$ cat config.mk
export PLATFORM = sky130hd
export DESIGN_NAME = mesh_layer_barrier_flat
export DESIGN_NICKNAME = d
export VERILOG_FILES = /design/src/rtl/mesh_layer_barrier_if.sv /design/src/rtl/mesh_layer_barrier.sv /design/src/flat_wrapper.sv
export SDC_FILE = /design/constraint.sdc
export NUM_CORES = 1
export LEC_CHECK = 0
export BUFFER_PORTS_ARGS = -buffer_cell sky130_fd_sc_hd__buf_2
export CORE_MARGIN = 4
export CORE_UTILIZATION = 30
export CTS_BUF_LIST = sky130_fd_sc_hd__clkbuf_8
export DETAILED_ROUTE_END_ITERATION = 6
export PLACE_DENSITY_LB_ADDON = 0.15
export SETUP_SLACK_MARGIN = 0.2
export SLEW_MARGIN = 10
export SYNTH_ARGS = -nofsm -noshare
export SYNTH_HDL_FRONTEND = slang
export SYNTH_SLANG_ARGS = --single-unit
$ cat constraint.sdc
create_clock -name clk -period 2.3 [get_ports clk]
set_input_delay 0 -clock clk [delete_from_list [all_inputs] [get_ports clk]]
set_output_delay 0 -clock clk [all_outputs]
set_load 0.03 [all_outputs]
$ cat src/rtl/mesh_layer_barrier_if.sv
// -----------------------------------------------------------------------------
// mesh_layer_barrier_if
//
// Bundles the control, barrier and status signals of mesh_layer_barrier.
//   master : the side that issues runs and hosts the PEs (start, num_layers,
//            node_mask, timeout_limit, node_done are outputs)
//   slave  : the sequencer itself (layer_start, layer_idx, busy, layer_done,
//            done_out, timeout_err are outputs)
//
// Optional macro PERF_CNT_EN adds last_layer_cycles and total_cycles.
// -----------------------------------------------------------------------------
interface mesh_layer_barrier_if #(
  parameter int MESH_X    = 4,
  parameter int MESH_Y    = 4,
  parameter int LAYER_W   = 8,
  parameter int TIMEOUT_W = 16
);
  localparam int N_NODES = MESH_X * MESH_Y;

  // Run control, sampled by the sequencer on an accepted start
  logic                 start;
  logic [LAYER_W-1:0]   num_layers;
  logic [N_NODES-1:0]   node_mask;
  logic [TIMEOUT_W-1:0] timeout_limit;

  // Per-PE level done, node i = y*MESH_X + x
  logic [N_NODES-1:0]   node_done;

  // Sequencer status
  logic                 layer_start;
  logic [LAYER_W-1:0]   layer_idx;
  logic                 busy;
  logic                 layer_done;
  logic                 done_out;
  logic                 timeout_err;

`ifdef PERF_CNT_EN
  logic [TIMEOUT_W-1:0] last_layer_cycles;
  logic [31:0]          total_cycles;

  modport master (
    output start, num_layers, node_mask, timeout_limit, node_done,
    input  layer_start, layer_idx, busy, layer_done, done_out, timeout_err,
    input  last_layer_cycles, total_cycles
  );

  modport slave (
    input  start, num_layers, node_mask, timeout_limit, node_done,
    output layer_start, layer_idx, busy, layer_done, done_out, timeout_err,
    output last_layer_cycles, total_cycles
  );
`else
  modport master (
    output start, num_layers, node_mask, timeout_limit, node_done,
    input  layer_start, layer_idx, busy, layer_done, done_out, timeout_err
  );

  modport slave (
    input  start, num_layers, node_mask, timeout_limit, node_done,
    output layer_start, layer_idx, busy, layer_done, done_out, timeout_err
  );
`endif

endinterface

$ cat src/rtl/mesh_layer_barrier.sv
// -----------------------------------------------------------------------------
// mesh_layer_barrier
//
// Mesh-level layer sequencer for a MESH_X x MESH_Y NoC of PEs. For each layer
// it broadcasts a one-cycle layer_start, collects rising edges of node_done
// into a masked barrier, and moves on to the next layer once every
// participating node has reported. A per-layer watchdog traps a stuck layer
// in ERROR until srst.
//
// Ports:
//   clk   : clock, all logic on the rising edge
//   srst  : synchronous active-high reset
//   bus   : mesh_layer_barrier_if.slave
//           in : start, num_layers, node_mask, timeout_limit, node_done
//           out: layer_start, layer_idx, busy, layer_done, done_out,
//                timeout_err (all registered)
//
// Optional macro PERF_CNT_EN: adds last_layer_cycles (RUN cycles of the most
// recently completed layer) and total_cycles (saturating busy-cycle count of
// the current run). Both clear on accepted start and on srst.
// -----------------------------------------------------------------------------
module mesh_layer_barrier #(
  parameter int MESH_X    = 4,
  parameter int MESH_Y    = 4,
  parameter int LAYER_W   = 8,
  parameter int TIMEOUT_W = 16
) (
  input  logic                 clk,
  input  logic                 srst,
  mesh_layer_barrier_if.slave  bus
);

  localparam int N_NODES = MESH_X * MESH_Y;

  localparam logic [LAYER_W-1:0]   LAYER_ONE = LAYER_W'(1);
  localparam logic [TIMEOUT_W-1:0] WDOG_ONE  = TIMEOUT_W'(1);

  typedef enum logic [2:0] {
    S_IDLE,
    S_LAUNCH,
    S_RUN,
    S_FINISH,
    S_ERROR
  } state_e;

  state_e               state_q;

  // Run configuration captured on an accepted start
  logic [LAYER_W-1:0]   num_layers_q;
  logic [N_NODES-1:0]   mask_q;
  logic [TIMEOUT_W-1:0] limit_q;

  // Barrier bookkeeping
  logic [N_NODES-1:0]   node_done_q;   // previous-cycle node_done, for edge detect
  logic [N_NODES-1:0]   done_seen_q;   // nodes that have risen during this layer
  logic [TIMEOUT_W-1:0] wdog_q;        // RUN cycles spent in the current layer

  // Registered outputs
  logic                 layer_start_q;
  logic [LAYER_W-1:0]   layer_idx_q;
  logic                 busy_q;
  logic                 layer_done_q;
  logic                 done_out_q;
  logic                 timeout_err_q;

  // ---------------------------------------------------------------------------
  // Combinational helpers
  // ---------------------------------------------------------------------------
  logic [N_NODES-1:0]   done_rise;
  logic                 barrier_ok;
  logic                 last_layer;
  logic                 wdog_expire;
  logic [TIMEOUT_W-1:0] wdog_d;

  // Only a fresh rising edge counts, so a done left high from the previous
  // layer has to drop and rise again before it is credited.
  assign done_rise   = bus.node_done & ~node_done_q;

  // Evaluated on the registered seen-set: a rise in cycle t completes in t+1.
  // Masked-off nodes always read as done, so an all-zero mask completes on the
  // first RUN cycle.
  assign barrier_ok  = &(done_seen_q | ~mask_q);

  assign last_layer  = (layer_idx_q == (num_layers_q - LAYER_ONE));

  assign wdog_expire = (limit_q != '0) && (wdog_q == (limit_q - WDOG_ONE));

  // Saturating increment so a very long layer with the watchdog off never
  // wraps back to a small value.
  assign wdog_d      = (&wdog_q) ? wdog_q : (wdog_q + WDOG_ONE);

  // ---------------------------------------------------------------------------
  // Sequencer FSM with registered outputs
  // ---------------------------------------------------------------------------
  // NOTE: sequential state uses non-blocking assignments only, so every
  // right-hand side reads the pre-edge value regardless of statement order.
  always_ff @(posedge clk) begin
    if (srst) begin
      state_q       <= S_IDLE;
      num_layers_q  <= '0;
      mask_q        <= '0;
      limit_q       <= '0;
      node_done_q   <= '0;
      done_seen_q   <= '0;
      wdog_q        <= '0;
      layer_start_q <= 1'b0;
      layer_idx_q   <= '0;
      busy_q        <= 1'b0;
      layer_done_q  <= 1'b0;
      done_out_q    <= 1'b0;
      timeout_err_q <= 1'b0;
    end else begin
      node_done_q   <= bus.node_done;

      // NOTE: pulse outputs default low every cycle and are raised only on the
      // transition that owns them, which keeps them exactly one cycle wide.
      layer_start_q <= 1'b0;
      layer_done_q  <= 1'b0;

      unique case (state_q)
        S_IDLE: begin
          if (bus.start) begin
            num_layers_q  <= bus.num_layers;
            mask_q        <= bus.node_mask;
            limit_q       <= bus.timeout_limit;
            done_out_q    <= 1'b0;
            timeout_err_q <= 1'b0;
            busy_q        <= 1'b1;
            if (bus.num_layers == '0) begin
              state_q <= S_FINISH;
            end else begin
              state_q       <= S_LAUNCH;
              layer_start_q <= 1'b1;
            end
          end
        end

        S_LAUNCH: begin
          done_seen_q <= '0;
          wdog_q      <= '0;
          state_q     <= S_RUN;
        end

        S_RUN: begin
          done_seen_q <= done_seen_q | done_rise;
          wdog_q      <= wdog_d;
          // Completion wins over a watchdog expiry in the same cycle.
          if (barrier_ok) begin
            layer_done_q <= 1'b1;
            if (last_layer) begin
              state_q <= S_FINISH;
            end else begin
              layer_idx_q   <= layer_idx_q + LAYER_ONE;
              layer_start_q <= 1'b1;
              state_q       <= S_LAUNCH;
            end
          end else if (wdog_expire) begin
            state_q <= S_ERROR;
          end
        end

        S_FINISH: begin
          done_out_q  <= 1'b1;
          layer_idx_q <= '0;
          busy_q      <= 1'b0;
          state_q     <= S_IDLE;
        end

        S_ERROR: begin
          // Parked with busy high and layer_idx frozen until srst.
          timeout_err_q <= 1'b1;
        end

        default: begin
          state_q <= S_IDLE;
        end
      endcase
    end
  end

  assign bus.layer_start = layer_start_q;
  assign bus.layer_idx   = layer_idx_q;
  assign bus.busy        = busy_q;
  assign bus.layer_done  = layer_done_q;
  assign bus.done_out    = done_out_q;
  assign bus.timeout_err = timeout_err_q;

  // ---------------------------------------------------------------------------
  // Optional performance counters
  // ---------------------------------------------------------------------------
`ifdef PERF_CNT_EN
  logic [TIMEOUT_W-1:0] last_layer_cycles_q;
  logic [31:0]          total_cycles_q;

  always_ff @(posedge clk) begin
    if (srst) begin
      last_layer_cycles_q <= '0;
      total_cycles_q      <= '0;
    end else if ((state_q == S_IDLE) && bus.start) begin
      last_layer_cycles_q <= '0;
      total_cycles_q      <= '0;
    end else begin
      // wdog_d is the RUN-cycle count including the completing cycle.
      if ((state_q == S_RUN) && barrier_ok) begin
        last_layer_cycles_q <= wdog_d;
      end
      if (busy_q && (total_cycles_q != '1)) begin
        total_cycles_q <= total_cycles_q + 32'd1;
      end
    end
  end

  assign bus.last_layer_cycles = last_layer_cycles_q;
  assign bus.total_cycles      = total_cycles_q;
`endif

  // ---------------------------------------------------------------------------
  // Structural invariants of the sequencer
  // ---------------------------------------------------------------------------
  a_layer_start_one_cycle : assert property (@(posedge clk) disable iff (srst)
    layer_start_q |=> !layer_start_q);

  a_layer_start_busy : assert property (@(posedge clk) disable iff (srst)
    layer_start_q |-> busy_q);

  a_layer_done_busy : assert property (@(posedge clk) disable iff (srst)
    layer_done_q |-> busy_q);

  a_done_not_busy : assert property (@(posedge clk) disable iff (srst)
    done_out_q |-> !busy_q);

  a_err_parked : assert property (@(posedge clk) disable iff (srst)
    timeout_err_q |-> (state_q == S_ERROR));

endmodule

$ cat src/flat_wrapper.sv
// flat-port wrapper written by rule: the top's interface ports become plain ports
module mesh_layer_barrier_flat 
#(
  parameter int MESH_X    = 4,
  parameter int MESH_Y    = 4,
  parameter int LAYER_W   = 8,
  parameter int TIMEOUT_W = 16
)
  (clk, srst, bus_start, bus_num_layers, bus_node_mask, bus_timeout_limit, bus_node_done, bus_layer_start, bus_layer_idx, bus_busy, bus_layer_done, bus_done_out, bus_timeout_err);
  mesh_layer_barrier_if #(.MESH_X(MESH_X), .MESH_Y(MESH_Y), .LAYER_W(LAYER_W), .TIMEOUT_W(TIMEOUT_W)) bus_i ();
  input  logic clk;
  input  logic srst;
  input wire logic [$bits(bus_i.start)-1:0] bus_start;
  input wire logic [$bits(bus_i.num_layers)-1:0] bus_num_layers;
  input wire logic [$bits(bus_i.node_mask)-1:0] bus_node_mask;
  input wire logic [$bits(bus_i.timeout_limit)-1:0] bus_timeout_limit;
  input wire logic [$bits(bus_i.node_done)-1:0] bus_node_done;
  output wire logic [$bits(bus_i.layer_start)-1:0] bus_layer_start;
  output wire logic [$bits(bus_i.layer_idx)-1:0] bus_layer_idx;
  output wire logic [$bits(bus_i.busy)-1:0] bus_busy;
  output wire logic [$bits(bus_i.layer_done)-1:0] bus_layer_done;
  output wire logic [$bits(bus_i.done_out)-1:0] bus_done_out;
  output wire logic [$bits(bus_i.timeout_err)-1:0] bus_timeout_err;
  assign bus_i.start = bus_start;
  assign bus_i.num_layers = bus_num_layers;
  assign bus_i.node_mask = bus_node_mask;
  assign bus_i.timeout_limit = bus_timeout_limit;
  assign bus_i.node_done = bus_node_done;
  assign bus_layer_start = bus_i.layer_start;
  assign bus_layer_idx = bus_i.layer_idx;
  assign bus_busy = bus_i.busy;
  assign bus_layer_done = bus_i.layer_done;
  assign bus_done_out = bus_i.done_out;
  assign bus_timeout_err = bus_i.timeout_err;
  mesh_layer_barrier #(.MESH_X(MESH_X), .MESH_Y(MESH_Y), .LAYER_W(LAYER_W), .TIMEOUT_W(TIMEOUT_W)) u_core (.clk(clk), .srst(srst), .bus(bus_i));
endmodule
Word-level counts from Yosys, hierarchy flattened
Cells that the tools add are included.
{"block": "totals", "reg_bits": 104, "in_bits": 59, "elab_cells": 75}
{"block": "classes", "addsub": 4, "eq_ne": 11, "muxes": 23, "n_bitwise": 7, "n_reduce_logical": 17}
{"operator": "16-bit case mux with 2 select lines", "count": 2}
{"operator": "16-bit inverter", "count": 2}
{"operator": "16-bit OR", "count": 2}
{"operator": "16-bit AND reduction", "count": 2}
{"operator": "16-bit by 1-bit adder with 16-bit output, second input constant", "count": 1}
{"operator": "16-bit AND", "count": 1}
{"operator": "16-bit equality test", "count": 1}
{"operator": "16-bit two-way mux", "count": 1}
{"operator": "8-bit two-way mux", "count": 2}
{"operator": "8-bit case mux with 2 select lines", "count": 1}
{"operator": "16-bit nonzero test", "count": 1}
{"operator": "16-bit by 1-bit subtractor with 16-bit output, second input constant", "count": 1}
{"operator": "3-bit case mux with 4 select lines", "count": 1}
{"operator": "3-bit two-way mux", "count": 3}
{"operator": "8-bit by 1-bit adder with 8-bit output, second input constant", "count": 1}
{"operator": "8-bit equality test", "count": 1}
{"operator": "8-bit zero test", "count": 1}
{"operator": "1-bit case mux with 2 select lines", "count": 4}
{"operator": "2-bit AND reduction", "count": 4}
{"operator": "2-bit nonzero test", "count": 4}
{"operator": "8-bit by 1-bit subtractor with 8-bit output, second input constant", "count": 1}
{"operator": "1-bit two-way mux", "count": 7}
{"operator": "3-bit by 2-bit equality test with 1-bit output, second input constant", "count": 2}
{"operator": "2-bit inequality test, second input constant", "count": 3}
{"operator": "10 further kinds", "count": 13}

Logic depth before layout (Yosys ltp)
Gate-level depths: netlist (run 1).
{"block": "depth", "ltp_word": 6, "ltp_mapped": 10, "ltp_nobuf": 9}

Worst setup path before layout (run 1)
No wires, ideal clock.
{"block": "synth_path", "path_type": "reg-to-reg", "from": "reg u_core.limit_q[0]", "to": "reg u_core.state_q[1]", "arrival_time_ns": 2.197, "setup_slack_ns": -0.031, "stages_incl_launch_ff": 10, "n_path_buf": 0, "period_less_slack_ns": 2.331, "path_cell_list": "dfxtp_1 -> inv_1 -> ha_1 -> or4b_2 -> nor4_4 -> mux2i_1 -> mux2i_1 -> a2111o_1 -> nor2_1 -> o21ai_0"}
{"block": "synth_via", "elab_chain_cells": 5, "elab_cells_between_ends": 6, "classes_between": "add/sub: 1; eq/ne: 2; reduce/logical: 3"}
{"element": "start: declaration", "line": "mesh_layer_barrier.sv:51", "text": "logic [TIMEOUT_W-1:0] limit_q;"}
{"element": "start signal: assignment", "line": "mesh_layer_barrier.sv:125", "text": "limit_q <= bus.timeout_limit;"}
{"element": "16-bit by 1-bit subtractor with 16-bit output", "line": "mesh_layer_barrier.sv:86", "text": "assign wdog_expire = (limit_q != '0) && (wdog_q == (limit_q - WDOG_ONE));"}
{"element": "16-bit equality test", "line": "mesh_layer_barrier.sv:86"}
{"element": "1-bit logical AND *", "line": "mesh_layer_barrier.sv:86"}
{"element": "3-bit by 1-bit inequality test with 1-bit output (no line) *"}
{"element": "3-bit AND reduction (no line) *"}
{"element": "end signal: assignment", "line": "mesh_layer_barrier.sv:99", "text": "state_q <= S_IDLE;"}
{"element": "end signal: assignment", "line": "mesh_layer_barrier.sv:130", "text": "state_q <= S_FINISH;"}
{"element": "end signal: assignment", "line": "mesh_layer_barrier.sv:132", "text": "state_q <= S_LAUNCH;"}
{"element": "end: declaration", "line": "mesh_layer_barrier.sv:46", "text": "state_e state_q;"}
Every way passes the cells marked *; elsewhere a longest branch is shown, timed or not.
A chain may end at the register's enable or synchronous reset.

Final worst setup path (run 1)
{"block": "layout_path", "from": "reg u_core.limit_q[7]", "to": "reg u_core.state_q[2]"}
The elaborated chain is that of the path after synthesis.

==> results by group, run 1 <==
CTS
  • H-tree level count: 3
  • Total CTS buffers: 9
  • Max clock buf depth: 2
  • Clock Pin Slew Worst Setup and Hold Paths: approximately 0.11 ns
  • TritonCTS clock tree: built
  • Clock latency reported for the late side of the worst-skew pair: ~0.39 ns
  • Root buffer cell: clkbuf_8
  • Number of sinks driven by the clock tree: 104

Power and ir drop
  • Power Dens Cells: 583 mW/mm²
  • Leakage component of the power: 2.60 nW
  • Maximum VDD drop: ~290 µV

Synthesis
  • Yosys reg bits: approximately 100
  • Mean post-synth cell area: ~8.2 µm²
  • Top flip-flop cell by instance count after synthesis: dfxtp_1
  • Top cell type's share of synthesized area: 42.9%
  • Count of yosys warnings during synthesis: 0
  • Post-synth EDFFs: 0
  • Fraction of registers with async set/reset: 0%
  • Post-Syn Nets: about 660
  • Seq/Total Area, Yosys: a little over two fifths
  • Synth Cell Area: 0.00486 mm²
  • Number of instances in the synthesized netlist: 596
  • Largest cells by area after synthesis: dfxtp_1 (43%), nand2_1 (8.8%), a21oi_1 (7.2%)
  • Number of distinct standard cells referenced by the synthesized netlist: 53
  • Cell type with the largest total area after synthesis: dfxtp_1

Die
  • Initial Util: approximately 31%
  • FP Rows: 46
  • Total Die Area: approximately 0.018 mm²
  • Die boundary height: about 140 µm
  • CORE AREA: around 0.016 mm²
  • Width of the die: around 140 µm
  • Top-level port count: slightly above 70

Global route
  • First-pass GRT wire length: around 22000 µm
  • Vias in the first global route: between 4000 and 5000
  • Number of antenna violations at the first check in global routing: 0
  • Overflow after GRT: 0
  • Overall fraction of global-route tracks in use: 15.1%
  • Largest net degree at the start of global routing: a little over 60

Hold path
  • Hold depth: 2
  • Classification of the worst-slack hold path: input pin to register

Placed design
  • Placed wire-length estimate: ~9500 µm
  • Total of buffers placed on input and output ports: 71
  • Final weighted congestion of routability-driven global placement: around 0.77

Timing
  • RSZ-0062 raised after global routing: true
  • Hold Slack: 0.129 ns
  • Count of pins over their slew limit: 0
  • Measured slew at the worst slew-check pin: between 0.6 and 0.7 ns
  • Worst clock skew: ~0.014 ns
  • Shortest clock period the worst path allows after layout: about 2.2 ns
  • Final number of setup-violating endpoints: 0
  • Max Clock Freq: 0.449 GHz
  • Final number of hold-violating endpoints: 0
  • Ratio of final minimum period to clock period: 96.9%
  • Max-slew headroom at the worst pin: about 58%

Drt
  • Total Routed Length: 13500 µm
  • DRC marker count from the first detailed-route iteration: 160
  • Number of routed nets with antenna violations: 0
  • Total via count in the routed design: ~4600
  • First-pass detailed-route iteration total: 4
  • Average wire per standard cell: ~14 µm
  • Number of remaining DRC errors: 0
  • Detailed-route vias per instance: roughly 4.7

Cells and area
  • Share of layout cells above drive strength 1: between 20% and 30%
  • Diodes inserted: 0
  • Share of the core filled with cells: around 41%
  • Signed area change from the synthesized netlist to the final layout: 35.6%
  • Total number of nets in the final design: 808

Worst setup path
  • Worst-case reg-to-reg path depth: 6
  • Required time reported for the critical path endpoint: around 2.6 ns
  • Maximum fanout encountered on the critical timing path: 4
  • Slack of the worst reg-to-reg path: ~0.072 ns
  • Crit path launch type: register
  • Type of destination of the critical path: register
  • Critical path class: register to register
  • Arrival time of data at the critical path endpoint: about 2.5 ns

Flow run
  • Maximum Capacitance Violations: 0

Outcome
  • Run status: completed
[stage by stage]
step           std cells  setup TNS [ns]  worst slack [ns]  area, µm²  total power, mW
2_1_floorplan        596               0             0.133       4900             2.42
3_3_place_gp         884               0            0.0434       5650             2.64
3_5_place_dp         884         -0.0241           -0.0241       5650             2.65
4_1_cts              960               0            0.0998       6450             3.87
5_1_grt              966         -0.0384           -0.0215       6590             4.07
6_report             966               0            0.0724       6590             3.84
[power by group]
group	switching [mW]	internal, mW	total (mW)
Sequential	0.0510	1.88	1.93
Clock	0.713	0.415	1.13
Combinational	0.407	0.371	0.779
[final cells by class]
cell class	instances	area, µm²
fillers	1664	9300
multi-input cells	449	2750
flip-flops and latches	104	2100
repair buffers	166	1220
well taps	216	270
clock buffers	9	124
clock inverters	7	63.8
inverters	15	56.3
[cell usage in the layout (no fill, tap or decap), types with 3 or more instances in the layout]
cell	n
nand2_1	112
dfxtp_1	96
buf_2	71
a21oi_1	70
dlygate4sd3_1	57
nor2_1	53
buf_4	37
xor2_1	26
xnor2_1	20
nor2b_1	18
nor3b_1	18
nand2b_1	17
inv_1	14
nand3_1	11
mux2i_1	10
nor3_1	9
nand4_1	9
clkbuf_8	9
o21ai_0	7
nor4_1	6
dfxtp_2	6
o2111ai_1	5
and2_1	4
a211oi_1	3
ha_4	3
[kinds of logic (layout without fill, tap and decap cells)]
| group | count (synthesis) | after routing | synth area share (%) |
|---|---|---|---|
| buffers and inverters | 44 | 197 | 3.61 |
| xor gates and xnor gates | 46 | 46 | 8.29 |
| DFF | 104 | 104 | 42.9 |
| muxes | 10 | 10 | 2.06 |
| and+or+nand+nor | 276 | 276 | 27.8 |
| AOI/OAI and AO/OA | 112 | 113 | 14.3 |
| adders and majority gates | 4 | 4 | 1.03 |
[synthesized netlist by cell type (2+ instances only)]
library cell / n
nand4_1: 9
o211ai_1: 2
o22ai_1: 2
a22oi_1: 2
nor3_1: 11
xnor2_1: 20
a211oi_1: 4
dfxtp_1: 104
a21oi_1: 70
and2_1: 4
o21ai_0: 9
and4_1: 2
nand2_1: 114
a21o_1: 2
xor2_1: 26
ha_1: 4
a211o_1: 2
o2111ai_1: 5
nor4_1: 7
nor2b_1: 19
nand3_1: 12
clkbuf_1: 25
nand2b_1: 17
a2111oi_2: 3
mux2i_1: 10
nor2_1: 53
nor3b_1: 18
inv_1: 15
[registers in the layout (all words and copies together) (netlist names)]
signal,count
u_core.bus.busy,1
u_core.bus.done_out,1
u_core.bus.layer_done,1
u_core.bus.layer_idx,8
u_core.bus.layer_start,1
u_core.bus.timeout_err,1
u_core.done_seen_q,16
u_core.limit_q,16
u_core.mask_q,16
u_core.node_done_q,16
u_core.num_layers_q,8
u_core.state_q,3
u_core.wdog_q,16
[critical path, cell delays in order, from the launching register on]
cell and delay, ns:
dfxtp_2 0.34, or4_4 0.58, nor4_4 0.33, mux2i_1 0.22, mux2i_1 0.08, a2111o_1 0.33, o32ai_2 0.26
[metal layers]
metal	global-route usage, %	wire (µm)	up-vias	part of all wire (%)
li1	-	-	2328	-
met1	19.0	6180	2163	46
met2	26.2	6680	69	50
met3	3.34	458	10	3.4
met4	3.70	153	0	1.1
met5	0	0	-	0
[final timing paths]
| kind | start | to |
|---|---|---|
| min | srst | u_core.num_layers_q[7] |
| max reg2reg | u_core.limit_q[7] | u_core.state_q[2] |
| min reg2reg | u_core.mask_q[2] | u_core.mask_q[2] |
| max | u_core.limit_q[7] | u_core.state_q[2] |
[what timing repair did]
action	4_1_cts	5_1_grt
gates resized for setup	7	18
pin swaps	4	10
hold endpoints to repair	65	0
hold buffers	57	0
setup buffers	3	5
endpoints found under the setup margin	11	19
cloned	0	1
No activity file was read; power rests on OpenSTA's default activity.
==> run 2: changes to the inputs <==
--- a/config.mk
+++ b/config.mk
@@ -6,8 +6,10 @@
 export NUM_CORES = 1
 export LEC_CHECK = 0
 export BUFFER_PORTS_ARGS = -buffer_cell sky130_fd_sc_hd__buf_2
+export CELL_PAD_IN_SITES_DETAIL_PLACEMENT = 0
+export CELL_PAD_IN_SITES_GLOBAL_PLACEMENT = 1
 export CORE_MARGIN = 4
-export CORE_UTILIZATION = 30
+export CORE_UTILIZATION = 40
 export CTS_BUF_LIST = sky130_fd_sc_hd__clkbuf_8
 export DETAILED_ROUTE_END_ITERATION = 6
 export PLACE_DENSITY_LB_ADDON = 0.15
==> results by group, run 2 (synthesis gave the netlist of run 1 again) <==
Worst setup path
  • Required time reported for the critical path endpoint: ~2.6 ns
  • Arrival time of data at the critical path endpoint: 2.44 ns
  • Critical path class: register to register
  • Type of destination of the critical path: register
  • Maximum fanout encountered on the critical timing path: 4
  • Crit path launch type: register
  • Cell occurring most often along the worst timing path: mux2i_1
  • Crit path largest cell delay: 0.50 ns
  • Cell type of the slowest stage on the worst timing path: or4b_4
  • Cells traversed along the worst timing path: inv_2 -> ha_4 -> or4b_4 -> nor4_4 -> mux2i_1 -> mux2i_1 -> a2111o_1 -> nor2_1 -> o21ai_1

Global route
  • GRT met1 Usage: roughly 23%
  • Busiest layer in global routing: met2
  • Met2 usage: between 30% and 40%
  • Largest net degree at the start of global routing: just over 70
  • Global routing met3 resource utilization: around 5.2%
  • First-pass GRT wire length: about 21000 µm
  • Overall fraction of global-route tracks in use: approximately 18%
  • Number of antenna violations at the first check in global routing: 0
  • Overflow after GRT: 0
  • Vias in the first global route: about 4500

Timing
  • Max-slew headroom at the worst pin: about 50%
  • Ratio of final minimum period to clock period: 94.8%
  • Count of pins over their slew limit: 0
  • Shortest clock period the worst path allows after layout: about 2.2 ns
  • Final number of hold-violating endpoints: 0
  • Max Clock Freq: 0.458 GHz
  • RSZ-0062 raised after global routing: true
  • Worst clock skew: approximately 0.015 ns
  • Measured slew at the worst slew-check pin: 0.743 ns
  • Final number of setup-violating endpoints: 0
  • Final setup TNS: 0 ns

Cells and area
  • Most common library cell in the layout ignoring fill and taps: nand2_1
  • Commonest cells after routing, fill and taps aside: nand2_1 (112), dfxtp_1 (98), buf_2 (71)
  • Signed area change from the synthesized netlist to the final layout: 36.0%
  • Total number of nets in the final design: 816
  • Diodes inserted: 0
  • Share of layout cells above drive strength 1: between 20% and 30%

Placed design
  • Total of buffers placed on input and output ports: 71
  • Placed wire-length estimate: about 8600 µm
  • Final weighted congestion of routability-driven global placement: roughly 0.86

Drt
  • Average wire per standard cell: 14.0 µm
  • DRC marker count from the first detailed-route iteration: around 220
  • Number of routed nets with antenna violations: 0
  • Detailed-route vias per instance: 5.04
  • Number of remaining DRC errors: 0
  • First-pass detailed-route iteration total: 4
  • Total via count in the routed design: about 4500
  • Total Routed Length: 12600 µm

Die
  • Width of the die: roughly 120 µm
  • Die boundary height: 118 µm
  • Initial Util: a little over two fifths
  • Total Die Area: 0.0140 mm²
  • FP Rows: 39
  • Top-level port count: 72
  • CORE AREA: 0.0117 mm²

CTS
  • TritonCTS clock tree: built
  • Number of sinks driven by the clock tree: 104
  • H-tree level count: 3
  • Total CTS buffers: 9
  • Root buffer cell: clkbuf_8
  • Clock Pin Slew Worst Setup and Hold Paths: 0.11 ns
  • Max clock buf depth: 2
  • Clock latency reported for the late side of the worst-skew pair: roughly 0.38 ns

Flow run
  • Maximum Capacitance Violations: 0

Hold path
  • Classification of the worst-slack hold path: input pin to register

Power and ir drop
  • Maximum VDD drop: between 600 and 700 µV
  • Leakage component of the power: between 2 and 3 nW
  • Power Dens Cells: about 600 mW/mm²
  • Total Power Consumption: between 3 and 4 mW

Outcome
  • Run status: completed
-- run 2: cell types whose count changed in the layout (fill, tap and decap cells not counted), sizes merged --
cell,previous run,this run
buf,109,107
bufinv,0,1
clkinv,1,3
clkinvlp,2,0
dlygate4sd3,57,67
inv,19,18
-- run 2: metal layers --
metal / vias up / share of wire (%)
li1: 2337 / -
met1: 2133 / 46
met2: 62 / 50
met3: 7 / 3.4
met4: 0 / 0.65
met5: - / 0
-- run 2: repair_timing --
item                                    CTS  global route
pin swaps                                 7             6
hold buffers                             67             0
buffers inserted                          3             6
cloned                                    0             1
hold endpoints to repair                 61             0
endpoints found under the setup margin   15            27
gates resized for setup                   7            19
-- run 2: where the power goes --
part	total [mW]	internal, mW	switching, mW
combinational	0.788	0.385	0.402
clock	1.21	0.528	0.686
sequential	1.94	1.88	0.0556
total	3.94	2.79	1.14
-- run 2: area by class of cell --
type                       count  area (µm²)
inverter                      15        56.3
clock inverter                 7        88.8
timing repair buffer         174        1300
multi-input combinational    449        2760
tap                          143         179
sequential                   104        2090
fill                        1094        5050
clock buffer                   9         124
-- run 2: final timing paths --
check | slack, ns | startpoint | endpoint | cells past startpoint
hold reg to reg | 0.46 | u_core.mask_q[9] | u_core.mask_q[9] | 2
setup reg to reg | 0.12 | u_core.limit_q[1] | u_core.state_q[1] | 9
hold / removal | 0.36 | bus_node_done[3] | u_core.node_done_q[3] | 3
setup / recovery | 0.12 | u_core.limit_q[1] | u_core.state_q[1] | 9
-- run 2: metrics by stage --
| stage | std cells | hold slack [ns] | area (µm²) | setup WS (ns) | utilization (%) |
|---|---|---|---|---|---|
| after global routing | 901 | 0.364 | 6610 | 0.0117 | 56.7 |
| after CTS | 894 | 0.335 | 6450 | 0.0991 | 55.3 |
| after floorplan | 596 | 0.128 | 4900 | 0.133 | - |
| after global placement | 808 | 0.220 | 5530 | 0.0444 | 47.4 |
| final | 901 | 0.360 | 6610 | 0.118 | 56.7 |
| after detailed placement | 808 | 0.230 | 5530 | -0.0279 | 47.4 |
-- run 2: worst max-delay path, delay by kind of cell, from the launching register on --
kind	cells	cell delay, ns
buf+inv	1	0.06
flops	1	0.34
compound gates	2	0.38
fa+ha+maj	1	0.13
mux	2	0.31
simple gates	3	0.83
==> run 3: changes to the inputs <==
--- a/config.mk
+++ b/config.mk
@@ -12,7 +12,7 @@
 export CORE_UTILIZATION = 40
 export CTS_BUF_LIST = sky130_fd_sc_hd__clkbuf_8
 export DETAILED_ROUTE_END_ITERATION = 6
-export PLACE_DENSITY_LB_ADDON = 0.15
+export PLACE_DENSITY = 0.82
 export SETUP_SLACK_MARGIN = 0.2
 export SLEW_MARGIN = 10
 export SYNTH_ARGS = -nofsm -noshare
==> results by group, run 3 (synthesis gave the netlist of run 1 again) <==
Placed design
  • Placed wire-length estimate: about 8700 µm
  • Worst slack, placed: -0.0214 ns
  • Total of buffers placed on input and output ports: slightly above 70
  • Final weighted congestion of routability-driven global placement: 0.818
  • Total instance count after detailed placement: roughly 810
  • Standard cell area after detailed placement: around 0.0055 mm²

Worst setup path
  • Crit path launch type: register
  • Type of destination of the critical path: register
  • Arrival time of data at the critical path endpoint: 2.51 ns
  • Maximum fanout encountered on the critical timing path: 3
  • Critical path class: register to register
  • Required time reported for the critical path endpoint: between 2 and 3 ns

Timing
  • Max Clock Freq: 0.452 GHz
  • RSZ-0062 raised after global routing: true
  • Measured slew at the worst slew-check pin: roughly 0.63 ns
  • Worst clock skew: 0.0119 ns
  • Shortest clock period the worst path allows after layout: about 2.2 ns
  • Final number of setup-violating endpoints: 0
  • Ratio of final minimum period to clock period: between 90% and 100%
  • Count of pins over their slew limit: 0
  • Max-slew headroom at the worst pin: roughly 58%
  • Post-route worst setup slack: a little under 0.09 ns
  • Hold Slack: about 0.05 ns
  • Final number of hold-violating endpoints: 0

Power and ir drop
  • Maximum VDD drop: 398 µV
  • Power Dens Cells: 589 mW/mm²
  • Leakage component of the power: 2.58 nW

Global route
  • Overflow after GRT: 0
  • Overall fraction of global-route tracks in use: between 10% and 20%
  • Largest net degree at the start of global routing: between 60 and 70
  • First-pass GRT wire length: ~21000 µm
  • Vias in the first global route: ~4600
  • Number of antenna violations at the first check in global routing: 0

Cells and area
  • Final Instance Area: between 0.006 and 0.007 mm²
  • Diodes inserted: 0
  • Share of layout cells above drive strength 1: between 20% and 30%
  • Total number of nets in the final design: between 800 and 900
  • Post-layout instance count excluding filler cells: just under 900
  • Share of the core filled with cells: ~56%
  • Number of fill cells: approximately 1100
  • Commonest cells after routing, fill and taps aside: nand2_1 (113), dfxtp_1 (96), buf_2 (71)
  • Signed area change from the synthesized netlist to the final layout: 34.3%
  • Most common library cell in the layout ignoring fill and taps: nand2_1

CTS
  • H-tree level count: 3
  • Clock latency reported for the late side of the worst-skew pair: about 0.38 ns
  • Clock Pin Slew Worst Setup and Hold Paths: roughly 0.10 ns
  • Number of sinks driven by the clock tree: ~100
  • Root buffer cell: clkbuf_8
  • Total CTS buffers: 9
  • Max clock buf depth: 2
  • TritonCTS clock tree: built

Drt
  • Detailed-route vias per instance: 5.12
  • DRC marker count from the first detailed-route iteration: roughly 260
  • Average wire per standard cell: roughly 14 µm
  • Number of routed nets with antenna violations: 0
  • Number of remaining DRC errors: 0
  • First-pass detailed-route iteration total: 4
  • Total Routed Length: approximately 13000 µm
  • Total via count in the routed design: around 4600

Hold path
  • Classification of the worst-slack hold path: input pin to register

Die
  • CORE AREA: 0.0117 mm²
  • Total Die Area: between 0.01 and 0.015 mm²
  • FP Rows: 39
  • Top-level port count: 72
  • Initial Util: a little over two fifths
  • Width of the die: approximately 120 µm
  • Die boundary height: around 120 µm

Flow run
  • Maximum Capacitance Violations: 0

Outcome
  • Run status: completed
-- run 3: path summary, 6_finish.rpt --
check / from / endpoint / slack (ns) / cells after the start
max: u_core.limit_q[6] / u_core.state_q[2] / 0.09 / 6
min: bus_start / u_core.state_q[1] / 0.05 / 3
max reg2reg: u_core.limit_q[6] / u_core.state_q[2] / 0.09 / 6
min reg2reg: u_core.mask_q[4] / u_core.mask_q[4] / 0.46 / 2
-- run 3: routing by layer --
layer  part of all wire (%)  vias up  track usage (%)
li1                       -     2326                -
met1                     44     2157             21.6
met2                     50       75             31.8
met3                    3.7       20             2.39
met4                    2.0        0             7.11
met5                      0        -                0
-- run 3: final cells by class --
type	instances	area [µm²]	area share (%)
Timing Repair Buffer	168	1240	19.0
Multi-Input combinational cell	449	2760	42.3
Inverter	15	56.3	0.863
Sequential cell	104	2100	32.1
Tap cell	143	179	2.74
Clock buffer	10	138	2.11
Clock inverter	6	58.8	0.901
-- run 3: repair_timing --
item	4_1_cts	5_1_grt
hold buffers	57	0
buffers inserted	4	11
pin swaps	5	7
gates resized for setup	6	20
cloned	0	1
endpoints found under the setup margin	9	20
endpoints found under the hold margin	57	0
-- run 3: report_power, final --
part           internal (mW)  switching (mW)
combinational          0.379           0.399
clock                  0.446           0.683
sequential              1.88          0.0575
total                   2.71            1.14
-- run 3: through the flow --
step	power, mW	setup TNS (ns)
final	3.84	0
after global routing	4.04	-0.00505
after CTS	3.85	0
after detailed placement	2.63	-0.0214
after global placement	2.61	0
after floorplan	2.42	0
-- run 3: critical path, stage by stage (launching register included) --
cell	delay, ns
dfxtp_2	0.33
or4_4	0.58
nor4_4	0.33
mux2i_1	0.23
mux2i_1	0.09
a2111o_1	0.33
o32ai_2	0.24
